[config.mk]
export PLATFORM = sky130hd
export DESIGN_NAME = data_store_buffer
export DESIGN_NICKNAME = d
export VERILOG_FILES = /design/src/rtl/data_store_buffer.sv
export SDC_FILE = /design/constraint.sdc
export NUM_CORES = 1
export LEC_CHECK = 0
export CAP_MARGIN = 20
export CORE_ASPECT_RATIO = 0.9
export CORE_MARGIN = 4
export CORE_UTILIZATION = 49
export DETAILED_ROUTE_END_ITERATION = 16
export PLACE_DENSITY = 0.78
export SYNTH_ARGS = -nofsm -noshare
export SYNTH_HDL_FRONTEND = slang
export SYNTH_SLANG_ARGS = --single-unit
[constraint.sdc]
create_clock -name clk -period 2.3 [get_ports clk]
set_input_delay 0.46 -clock clk [delete_from_list [all_inputs] [get_ports clk]]
set_output_delay 0.46 -clock clk [all_outputs]
set_load 0.005 [all_outputs]
[src/rtl/data_store_buffer.sv]
// Posted-write buffer between the core data port and the SRAM-to-AXI bridge.
// Latency: a store completes one cycle after acceptance; a load completes one cycle after the bridge's data_ok.
// Backpressure: cpu_addr_ok drops when the buffer is full, when a load meets a non-empty buffer, or while a load is in flight.
module data_store_buffer #(
  parameter int DEPTH = 4
) (
  input  logic        clk,
  input  logic        rst,
  input  logic        cpu_req,
  input  logic        cpu_wr,
  input  logic [1:0]  cpu_size,
  input  logic [31:0] cpu_addr,
  input  logic [31:0] cpu_wdata,
  input  logic        cpu_uncached,
  output logic [31:0] cpu_rdata,
  output logic        cpu_addr_ok,
  output logic        cpu_data_ok,
  output logic        mem_req,
  output logic        mem_wr,
  output logic [1:0]  mem_size,
  output logic [31:0] mem_addr,
  output logic [31:0] mem_wdata,
  output logic        mem_uncached,
  input  logic [31:0] mem_rdata,
  input  logic        mem_addr_ok,
  input  logic        mem_data_ok,
  output logic        sb_empty
);

  localparam int AW = $clog2(DEPTH);
  localparam logic [AW:0] FULL_CNT = (AW+1)'(DEPTH);

  typedef enum logic [1:0] {RD_IDLE, RD_REQ, RD_WAIT} rd_state_t;
  typedef enum logic [1:0] {D_IDLE, D_REQ, D_WAIT} dr_state_t;

  rd_state_t rd_st, rd_nxt;
  dr_state_t dr_st, dr_nxt;

  // Store entries; DEPTH is a power of two so the pointers wrap on their own.
  logic [31:0]   ent_addr  [DEPTH];
  logic [31:0]   ent_wdata [DEPTH];
  logic [1:0]    ent_size  [DEPTH];
  logic          ent_unc   [DEPTH];
  logic [AW-1:0] wr_ptr;
  logic [AW-1:0] rd_ptr;
  logic [AW:0]   count;

  // Fields of the single outstanding load.
  logic [31:0] ld_addr;
  logic [1:0]  ld_size;
  logic        ld_unc;

  logic store_acc;
  logic load_acc;
  logic push;
  logic pop;
  logic rd_done;

  // The buffer is only "empty" once the last write has fully completed on the bridge.
  assign sb_empty    = (count == '0) && (dr_st == D_IDLE);
  assign store_acc   = cpu_req & cpu_wr & (count < FULL_CNT) & (rd_st == RD_IDLE);
  assign load_acc    = cpu_req & ~cpu_wr & sb_empty & (rd_st == RD_IDLE);
  assign cpu_addr_ok = store_acc | load_acc;
  assign push        = store_acc;
  assign pop         = (dr_st == D_WAIT) & mem_data_ok;
  assign rd_done     = (rd_st == RD_WAIT) & mem_data_ok;

  // Entry storage: only written on push, so it carries no reset.
  always_ff @(posedge clk) begin
    if (push) begin
      ent_addr[wr_ptr]  <= cpu_addr;
      ent_wdata[wr_ptr] <= cpu_wdata;
      ent_size[wr_ptr]  <= cpu_size;
      ent_unc[wr_ptr]   <= cpu_uncached;
    end
  end

  // FIFO pointers and occupancy; a simultaneous push and pop leaves count unchanged.
  always_ff @(posedge clk) begin
    if (rst) begin
      wr_ptr <= '0;
      rd_ptr <= '0;
      count  <= '0;
    end else begin
      if (push) wr_ptr <= wr_ptr + AW'(1);
      if (pop)  rd_ptr <= rd_ptr + AW'(1);
      if (push && !pop)      count <= count + (AW+1)'(1);
      else if (pop && !push) count <= count - (AW+1)'(1);
    end
  end

  // Latch the load request so it stays stable on the bridge until accepted.
  always_ff @(posedge clk) begin
    if (rst) begin
      ld_addr <= '0;
      ld_size <= '0;
      ld_unc  <= 1'b0;
    end else if (load_acc) begin
      ld_addr <= cpu_addr;
      ld_size <= cpu_size;
      ld_unc  <= cpu_uncached;
    end
  end

  // Read FSM state register.
  always_ff @(posedge clk) begin
    if (rst) rd_st <= RD_IDLE;
    else     rd_st <= rd_nxt;
  end

  // Read FSM next state: request, wait for acceptance, wait for data.
  always_comb begin
    rd_nxt = rd_st;
    case (rd_st)
      RD_IDLE: if (load_acc)    rd_nxt = RD_REQ;
      RD_REQ:  if (mem_addr_ok) rd_nxt = RD_WAIT;
      RD_WAIT: if (mem_data_ok) rd_nxt = RD_IDLE;
      default: rd_nxt = RD_IDLE;
    endcase
  end

  // Drain FSM state register.
  always_ff @(posedge clk) begin
    if (rst) dr_st <= D_IDLE;
    else     dr_st <= dr_nxt;
  end

  // Drain FSM next state: never starts while a load owns the bridge.
  always_comb begin
    dr_nxt = dr_st;
    case (dr_st)
      D_IDLE:  if ((count != '0) && (rd_st == RD_IDLE)) dr_nxt = D_REQ;
      D_REQ:   if (mem_addr_ok) dr_nxt = D_WAIT;
      D_WAIT:  if (mem_data_ok) dr_nxt = D_IDLE;
      default: dr_nxt = D_IDLE;
    endcase
  end

  // Core completions: stores ack the cycle after push, loads the cycle after bridge data.
  always_ff @(posedge clk) begin
    if (rst) begin
      cpu_data_ok <= 1'b0;
      cpu_rdata   <= '0;
    end else begin
      cpu_data_ok <= push | rd_done;
      if (rd_done) cpu_rdata <= mem_rdata;
    end
  end

  // Bridge request mux; read and drain are mutually exclusive, all fields zero when idle.
  always_comb begin
    mem_req      = 1'b0;
    mem_wr       = 1'b0;
    mem_size     = '0;
    mem_addr     = '0;
    mem_wdata    = '0;
    mem_uncached = 1'b0;
    if (rd_st == RD_REQ) begin
      mem_req      = 1'b1;
      mem_size     = ld_size;
      mem_addr     = ld_addr;
      mem_uncached = ld_unc;
    end else if (dr_st == D_REQ) begin
      mem_req      = 1'b1;
      mem_wr       = 1'b1;
      mem_size     = ent_size[rd_ptr];
      mem_addr     = ent_addr[rd_ptr];
      mem_wdata    = ent_wdata[rd_ptr];
      mem_uncached = ent_unc[rd_ptr];
    end
  end

endmodule
==> impl_metrics.tcl, run 1 <==
set metrics [dict create \
    cp-start-kind "flip-flop" \
    antenna_left 0 \
    post_drt_wl_per_cell_microns 20.9 \
    critPathArrivalTime_ps 2150 \
    postCtsHoldBufs 0 \
    netlist_instances 801 \
    gr-total-overflow 0 \
    path_clk_slew_ps 60 \
    end_kind "output port" \
    drt_iter0_drc 465 \
    layout.nets 1217 \
    grt_max_degree 82 \
    syn_nets 912 \
    finalCritPeriodShare 1.14 \
    start_util 0.503 \
    track_usage 0.203 \
    synthDistinctLibCells 42 \
    fp.dieW_microns 185 \
    cp_max_fo 7 \
    numCtsBuffers 36 \
    yosysSeqAreaShare 0.701 \
    ys_ff_latch 349 \
    rows 57 \
    rsz0062_at_grt "true" \
    synth.avg_cell_area_sq_um 17.2 \
    drc 0 \
    violations "setup timing" \
    synthesis.area_sq_mm 0.0138 \
    p_leak_uw 0.00640 \
    setup_viol 67 \
    grt_pass1_vias 8460 \
    die_h_microns 167 \
    synth_top_flop_cell "edfxtp_1" \
    area.growth.synth_to_final_pct 33.8 \
    io_pins 209 \
    min_period_ps 2610 \
    drv_slew 0 \
    layoutNonFillerInstCount 1489 \
    nFillCells 1827 \
    synth_edf_count 268 \
    fmax_mhz 382 \
    vdd.ir_drop.worst_v 0.000658 \
    worst_slack_ps -314 \
    hold_ws_ps 452 \
    coreArea_sq_mm 0.0274 \
    routed_wl_mm 31.1 \
    finalInstanceArea_sq_mm 0.0184 \
    drive_gt1_frac 0.334 \
    portBuffers 208 \
    antenna_found_initial 1 \
    status "finished with violations" \
    dr.pass1.iters 4 \
    ys_warn_count 0 \
    routed-via-count 7964 \
    worst-setup-path-type "flip-flop to output port" \
    worstPathRequired_ps 1840 \
    dp_hpwl_mm 19.2 \
    hold_class "flip-flop to flip-flop" \
    htree_num_levels 2 \
    dieArea_sq_mm 0.0309 \
    slew_headroom 0.499 \
    numClockSinks 349 \
    clk_latency_ps 520 \
    clock_skew_ps 20.4 \
    gp_congestion 0.754 \
    dp.cells 1364 \
    cellPowerDensity_mw_per_mm2 816 \
    cts.path.max_buffers 3 \
    vias_per_cell 5.35 \
    cts_root_buf "clkbuf_16" \
    worst_pin_slew_ps 751 \
    cap_violations 0 \
    post_dp_cell_area_sq_mm 0.0166 \
    hold_violations 0 \
    cts_tree "yes" \
    ys_async_sr_fraction 0 \
    final_util 0.674 \
    grt_first_pass_wirelength_mm 49.0 \
]
==> critical path, stage by stage (launching register included) <==
cell and delay [ps]:
dfxtp_4 380, buf_12 140, buf_12 130, buf_16 130, buf_4 110, mux4_2 480, and2_4 160, buf_2 120
==> cells by family after synthesis <==
group | synth area share
compound gates | 0.0388
xor+xnor | 0.00254
fa+ha+maj | 0.00599
buf+inv | 0.0259
flops | 0.701
mux | 0.136
simple gates | 0.0898
==> where the power goes <==
group,switching (uW),internal [uW],total (uW),leakage (uW)
combinational,1040,1340,2390,0.00276
clock,2300,3210,5500,0.000558
sequential,99.7,7060,7160,0.00309
==> state kept, by name (all words and copies together) (netlist names), named ones only <==
name         cells
ent_wdata      128
rd_ptr           2
ent_unc          4
cpu_rdata       32
ent_size         8
count            3
ld_size          2
cpu_data_ok      1
dr_st            2
ld_addr         32
ld_unc           1
rd_st            2
wr_ptr           2
ent_addr       128
==> layout make-up <==
cell class | count | area [sq um] | area share
Antenna cell | 1 | 2.50 | 0.000136
Clock buffer | 47 | 1000 | 0.0545
Clock inverter | 19 | 129 | 0.00699
Inverter | 3 | 11.3 | 0.000610
Multi-Input combinational cell | 399 | 3870 | 0.210
Sequential cell | 349 | 9680 | 0.525
Tap cell | 354 | 443 | 0.0240
Timing Repair Buffer | 317 | 3310 | 0.179
==> placed cells by master, fill, tap and decap left out, drive strengths merged, types with 2 or more instances in the layout <==
| cell type | instances |
|---|---|
| xor2 | 4 |
| nand2 | 66 |
| clkdlybuf4s50 | 137 |
| mux4 | 67 |
| nor2b | 2 |
| nor2 | 12 |
| a21oi | 38 |
| nor3b | 2 |
| buf | 170 |
| o21ai | 3 |
| clkinv | 17 |
| and2 | 33 |
| nand3b | 3 |
| dfxtp | 81 |
| nand3 | 2 |
| inv | 3 |
| clkbuf | 55 |
| or2b | 38 |
| nand2b | 36 |
| mux2i | 36 |
| ha | 5 |
| and3 | 4 |
| a22o | 35 |
| or3 | 2 |
| edfxtp | 268 |
==> synth_stat cells, types with 2 or more instances <==
library cell | count | area share
nor2b_1 | 2 | 0.00091
nor2_1 | 11 | 0.0030
or3_1 | 2 | 0.00091
a22o_1 | 35 | 0.022
or2b_1 | 2 | 0.0011
buf_6 | 6 | 0.0049
inv_1 | 3 | 0.00082
buf_4 | 6 | 0.0033
nand2b_1 | 36 | 0.016
ha_1 | 5 | 0.0045
nand3_1 | 2 | 0.00073
mux2i_1 | 36 | 0.026
xor2_1 | 4 | 0.0025
and2_1 | 33 | 0.015
buf_2 | 11 | 0.0040
o21ai_0 | 3 | 0.0011
edfxtp_1 | 268 | 0.58
buf_12 | 4 | 0.0058
buf_1 | 3 | 0.00082
or2b_2 | 36 | 0.023
mux4_2 | 67 | 0.11
dfxtp_1 | 81 | 0.12
nand3b_1 | 3 | 0.0016
and3_2 | 4 | 0.0022
clkbuf_1 | 19 | 0.0052
a21oi_1 | 38 | 0.014
nand2_1 | 66 | 0.018
==> layer usage <==
layer	global-route usage	part of all wire
met5	0	0.00055
met4	0.0440	0.016
met3	0.0523	0.069
met2	0.332	0.50
met1	0.279	0.42
==> per-stage QoR <==
step           TNS, ps  worst slack [ps]  total power, uW
2_1_floorplan        0              9.79             8300
3_3_place_gp     -2230              -561             9360
3_5_place_dp     -3510              -607             9400
4_1_cts         -18640              -437            15200
5_1_grt         -19100              -386            15700
6_report        -14210              -314            15000
==> what timing repair did <==
| action | in CTS | in global routing |
|---|---|---|
| pin swaps | 38 | 26 |
| setup endpoints to repair | 72 | 72 |
| gates cloned | 5 | 0 |
| setup buffers | 47 | 18 |
| resized for setup | 346 | 39 |
==> path summary, 6_finish.rpt <==
check | slack [ps] | startpoint | depth (start not counted) | endpoint
worst min-delay path | 450 | cpu_rdata[20]$_SDFFE_PP0P_ | 2 | cpu_rdata[20]$_SDFFE_PP0P_
worst min register to register | 450 | cpu_rdata[20]$_SDFFE_PP0P_ | 2 | cpu_rdata[20]$_SDFFE_PP0P_
worst max-delay path | -310 | flip-flop | 7 | mem_wdata[18]
worst max register to register | 140 | rd_st[1]$_SDFFE_PP0P_ | 8 | count[2]$_SDFFE_PP0P_
No activity file was read; power rests on OpenSTA's default activity.
==> run 2: changes to the inputs <==
--- a/config.mk
+++ b/config.mk
@@ -8,9 +8,11 @@
 export CAP_MARGIN = 20
 export CORE_ASPECT_RATIO = 0.9
 export CORE_MARGIN = 4
-export CORE_UTILIZATION = 49
+export CORE_UTILIZATION = 50
+export CTS_BUF_LIST = sky130_fd_sc_hd__clkbuf_2
 export DETAILED_ROUTE_END_ITERATION = 16
-export PLACE_DENSITY = 0.78
+export PLACE_DENSITY = 0.8
+export SETUP_SLACK_MARGIN = 0.4
 export SYNTH_ARGS = -nofsm -noshare
 export SYNTH_HDL_FRONTEND = slang
 export SYNTH_SLANG_ARGS = --single-unit
==> run 2 against run 1 <==
  * Sequential cell count is the same
  * The flow still finishes with violations (setup timing)
  * Wire length grew 3.9%
  * Non-clock buffer count grew 5
  * Global-route usage grew 0.79 points
  * Hold slack lost 340 ps
  * Cell area shrank 0.92%
  * First-iteration DRC count grew 15%
  * Clock-buffer cell count grew 82
  * Critical path type unchanged
==> impl_metrics.tcl, run 2 (synthesized netlist as in run 1, its figures left out) <==
set metrics [dict create \
    worst_pin_slew_ps 398 \
    track_usage 0.211 \
    vias_per_cell 5.30 \
    cp_common_cell "buf_12" \
    hold_violations 0 \
    hold_class "input pin to flip-flop" \
    clock_skew_ps 118 \
    start_util 0.509 \
    grt_pass1_vias 9023 \
    final_util 0.674 \
    path_delay_family "buffers and inverters" \
    die_h_microns 166 \
    cts.path.max_buffers 3 \
    worst-setup-path-type "flip-flop to output port" \
    slew_headroom 0.735 \
    critPathArrivalTime_ps 2500 \
    top_regs "ent_addr x128, ent_wdata x128" \
    fmax_mhz 337 \
    status "finished with violations" \
    clk_latency_ps 870 \
    dp_hpwl_mm 18.6 \
    routed-via-count 8368 \
    dieArea_sq_mm 0.0303 \
    gr-total-overflow 0 \
    drive_gt1_frac 0.448 \
    io_pins 209 \
    worstPathCellList "buf_12 -> buf_12 -> buf_4 -> buf_6 -> mux4_2 -> and2_4 -> buf_2" \
    drt_iter0_drc 535 \
    cap_violations 0 \
    htree_num_levels 3 \
    violations "setup timing" \
    rsz0062_at_grt "true" \
    p_leak_uw 0.00664 \
    area.growth.synth_to_final_pct 32.6 \
    portBuffers 208 \
    routed_wl_mm 32.3 \
    finalCritPeriodShare 1.29 \
    grt_max_degree 45 \
    fp.dieW_microns 183 \
    postCtsHoldBufs 0 \
    critPathMaxStageDelay_ps 500 \
    most-common-layout-cells "268 x edfxtp_1, 133 x clkbuf_2, 103 x clkdlybuf4s50_1, 70 x buf_6, 67 x mux4_2" \
    grt_first_pass_wirelength_mm 49.6 \
    path_clk_slew_ps 120 \
    coreArea_sq_mm 0.0271 \
    critPathSlowestCell "mux4_2" \
    dr.pass1.iters 5 \
    setup_viol 71 \
    numClockSinks 349 \
    drv_slew 0 \
    gp_congestion 0.721 \
    cp-start-kind "flip-flop" \
    vdd.ir_drop.worst_v 0.000465 \
    hold_ws_ps 111 \
    cts_tree "yes" \
    cts_root_buf "clkbuf_2" \
    min_period_ps 2960 \
    critPathBufInv 5 \
    dpl_worst_slack_ps -394 \
    drc 0 \
    worst_slack_ps -664 \
    worstPathRequired_ps 1840 \
    layout.nets 1272 \
    end_kind "output port" \
    rows 57 \
    cellPowerDensity_mw_per_mm2 766 \
    numCtsBuffers 86 \
    antenna_found_initial 1 \
    cp_max_fo 8 \
    final_common_cell "edfxtp_1" \
    post_drt_wl_per_cell_microns 20.5 \
    antenna_left 0 \
]
-- run 2: cell count changes in the layout (fill, tap and decap cells not counted), sizes merged, moves of 2 or more --
cell           before  now
clkbuf             55  133
buf               170  214
clkdlybuf4s50     137  103
bufinv              1    3
clkinv             17   15
inv                 3    5
-- run 2: tightest hold or removal path: cells and delay by family --
| family | cells | cell delay [ps] |
|---|---|---|
| buffers and inverters | 1 | 400 |
| AOI/OAI and AO/OA | 1 | 50 |
| and+or+nand+nor | 1 | 60 |
-- run 2: metrics by stage --
step | instances | instance area, sq um | total power (uW) | setup TNS [ps]
final | 1579 | 18300 | 14000 | -37970
after global routing | 1579 | 18300 | 14700 | -48820
after CTS | 1565 | 18100 | 14100 | -44360
after detailed placement | 1360 | 16600 | 9400 | -1710
after global placement | 1360 | 16600 | 9350 | -858
after floorplan | 801 | 13800 | 8300 | 0
-- run 2: final cells by class --
cell class              instances  area, sq um
clock inverters                22          183
diodes                          1         2.50
clock buffers                 129          646
inverters                       3         11.3
multi-input cells             399         3910
repair buffers                322         3360
flip-flops and latches        349         9720
well taps                     354          443
fillers                      1842         8820
-- run 2: repair_timing --
item,CTS,global route
resized for setup,554,34
pin swaps,72,17
setup buffers,48,13
cloned,6,0
setup endpoints to repair,142,91
endpoints found under the hold margin,0,0
-- run 2: where the power goes --
part           switching [uW]  internal, uW  total [uW]
Sequential               96.3          7050        7150
Combinational            1110          1470        2580
Clock                    2440          1840        4280
-- run 2: routing by layer --
| metal | routed length, microns | track usage |
|---|---|---|
| met5 | 0 | 0 |
| met4 | 643 | 0.0684 |
| met3 | 2250 | 0.0583 |
| met2 | 16100 | 0.349 |
| met1 | 13400 | 0.274 |
-- run 2: final timing paths --
check / start / end / slack [ps] / cells past startpoint
hold reg to reg: cpu_rdata[7]$_SDFFE_PP0P_ / cpu_rdata[7]$_SDFFE_PP0P_ / 450 / 2
setup / recovery: flip-flop / mem_wdata[17] / -660 / 7
hold / removal: mem_rdata[18] / cpu_rdata[18]$_SDFFE_PP0P_ / 110 / 3
setup reg to reg: rd_st[1]$_SDFFE_PP0P_ / count[2]$_SDFFE_PP0P_ / -100 / 13
==> variant (flow settings as in run 1) <==
Re-encode `dr_state_t` (3 states) as one-hot, 3 bits wide.
--- a/src/rtl/data_store_buffer.sv
+++ b/src/rtl/data_store_buffer.sv
@@ -31,7 +31,7 @@
   localparam logic [AW:0] FULL_CNT = (AW+1)'(DEPTH);
 
   typedef enum logic [1:0] {RD_IDLE, RD_REQ, RD_WAIT} rd_state_t;
-  typedef enum logic [1:0] {D_IDLE, D_REQ, D_WAIT} dr_state_t;
+  typedef enum logic [2:0] {D_IDLE = 3'b001, D_REQ = 3'b010, D_WAIT = 3'b100} dr_state_t;
 
   rd_state_t rd_st, rd_nxt;
   dr_state_t dr_st, dr_nxt;
Behaviour: same outputs for any inputs over 4 cycles, from zero or initial values and one cycle with rst high; so few cycles prove little.
==> variant against run 1 <==
The flow still finishes with violations (setup timing); sequential cell count increased by 1; area after synthesis decreased by 0.95%; non-clock buffer count is 12 higher; wire length increased by 4.5%; maximum frequency down 1.6%; total power down 5.6%; count of clock-buffer cells in the layout up 4; design area is 1.1% higher; worst setup slack worse by 0.043 ns; largest power group unchanged.
==> variant: results (changes against run 1) <==
[yosys]
muxShareOfSynthArea_pct=13.69  ; +0.13 points
synth_area_leaders=edfxtp_1 (59%), dfxtp_1 (12%), mux4_2 (11%), nand2b_1 (3.4%), mux2i_1 (2.6%)
synth_nets=914  ; +0.22%
synthCells=803  ; +0.25%
ys_top_cells_by_count=edfxtp_1 (268), dfxtp_1 (82), nand2b_1 (74), mux4_2 (67), nand2_1 (65)

[cells_and_area]
num_antenna_cells=0  ; -1
drive_above_1_share_pct=31.97  ; -1.5 points
final_cells=1502  ; +0.87%

[global_routing]
globalRouteMet1Util_pct=27.09  ; -0.84 points
met3_usage_pct=4.972  ; -0.26 points
grt_max_degree=78  ; -4.9%
grt_pass1_vias=8275  ; -2.2%

[worst_setup_path]
arrival_ns=2.20  ; +0.05 ns
r2r_slack_ns=0.03  ; -0.11 ns

[status]
outcome=finished with violations
violations=setup timing

[sta]
fin_ws_ns=-0.3571  ; -0.04263 ns
setup-violations-final=69  ; +3.0%
worst_clock_skew_ns=0.01370  ; -0.006675 ns

[route]
drt_first_iter_violations=576  ; +24%
dr_total_vias=8180  ; +2.7%
firstDrtPassIters=5  ; +1
wl_per_cell_um=21.65  ; +3.6%

[power_and_ir_drop]
vdd_drop_max_uv=638.1  ; -3.1%

[placed_design]
gp_congestion=0.7577  ; +0.52%
place_hpwl_mm=18.16  ; -5.2%
dp.cells=1367  ; +0.22%

-- variant: per-layer routing --
layer | wire length [µm] | vias to the layer above
li1 | - | 3702
met1 | 13710 | 4142
met2 | 15680 | 289
met3 | 2684 | 43
met4 | 417 | 4
met5 | 26 | -
-- variant: logic make-up (layout without fill, tap and decap cells) --
group,Yosys count,count (layout)
AOI/OAI and AO/OA,84,84
xor gates and xnor gates,2,2
adders and majority gates,6,6
and+or+nand+nor,204,204
DFF,350,350
muxes,103,103
buffers and inverters,54,399
-- variant: worst paths after layout --
kind                                                 start  cells past startpoint                    endpoint
worst max-delay path                                  flop                      6                mem_addr[31]
worst min-delay path            cpu_rdata[22]$_SDFFE_PP0P_                      2  cpu_rdata[22]$_SDFFE_PP0P_
worst max register to register       rd_st[1]$_SDFFE_PP0P_                      9       count[2]$_SDFFE_PP0P_
worst min register to register  cpu_rdata[22]$_SDFFE_PP0P_                      2  cpu_rdata[22]$_SDFFE_PP0P_
-- variant: worst min-delay path, delay by kind of cell, from the launching register on --
family          cells  cell delay [ns]
compound gates      1             0.05
flops               1             0.31
simple gates        1             0.05
-- variant: stage by stage --
step                hold slack (ns)  area [µm²]  setup slack [ns]  TNS, ns
finish                       0.4516       18650           -0.3571   -17.03
global route                 0.4752       18650           -0.4113   -21.84
CTS                          0.4530       18030           -0.5194   -22.01
detailed placement           0.4453       16600           -0.5292   -13.22
global placement             0.4409       16600           -0.4871   -11.07
floorplan                    0.4476       13660           0.02648        0
-- variant: power by group --
group | internal, µW | leakage, µW | total (µW) | switching [µW]
registers | 7020 | 0.00310 | 7100 | 79.0
logic | 668 | 0.00278 | 1220 | 555
clock network | 3550 | 0.000578 | 5880 | 2330
-- variant: timing repair --
action | 4_1_cts | 5_1_grt
pin swaps | 5 | 49
resized for setup | 190 | 186
buffers inserted | 17 | 49
setup endpoints to repair | 72 | 107
gates cloned | 2 | 8
-- variant: layout make-up --
type                    count  area [µm²]
clock buffers              51        1018
clock inverters            15       181.4
fillers                  1789        8593
inverters                   4       15.01
multi-input cells         399        3825
flip-flops and latches    350        9706
well taps                 354       442.9
repair buffers            329        3462
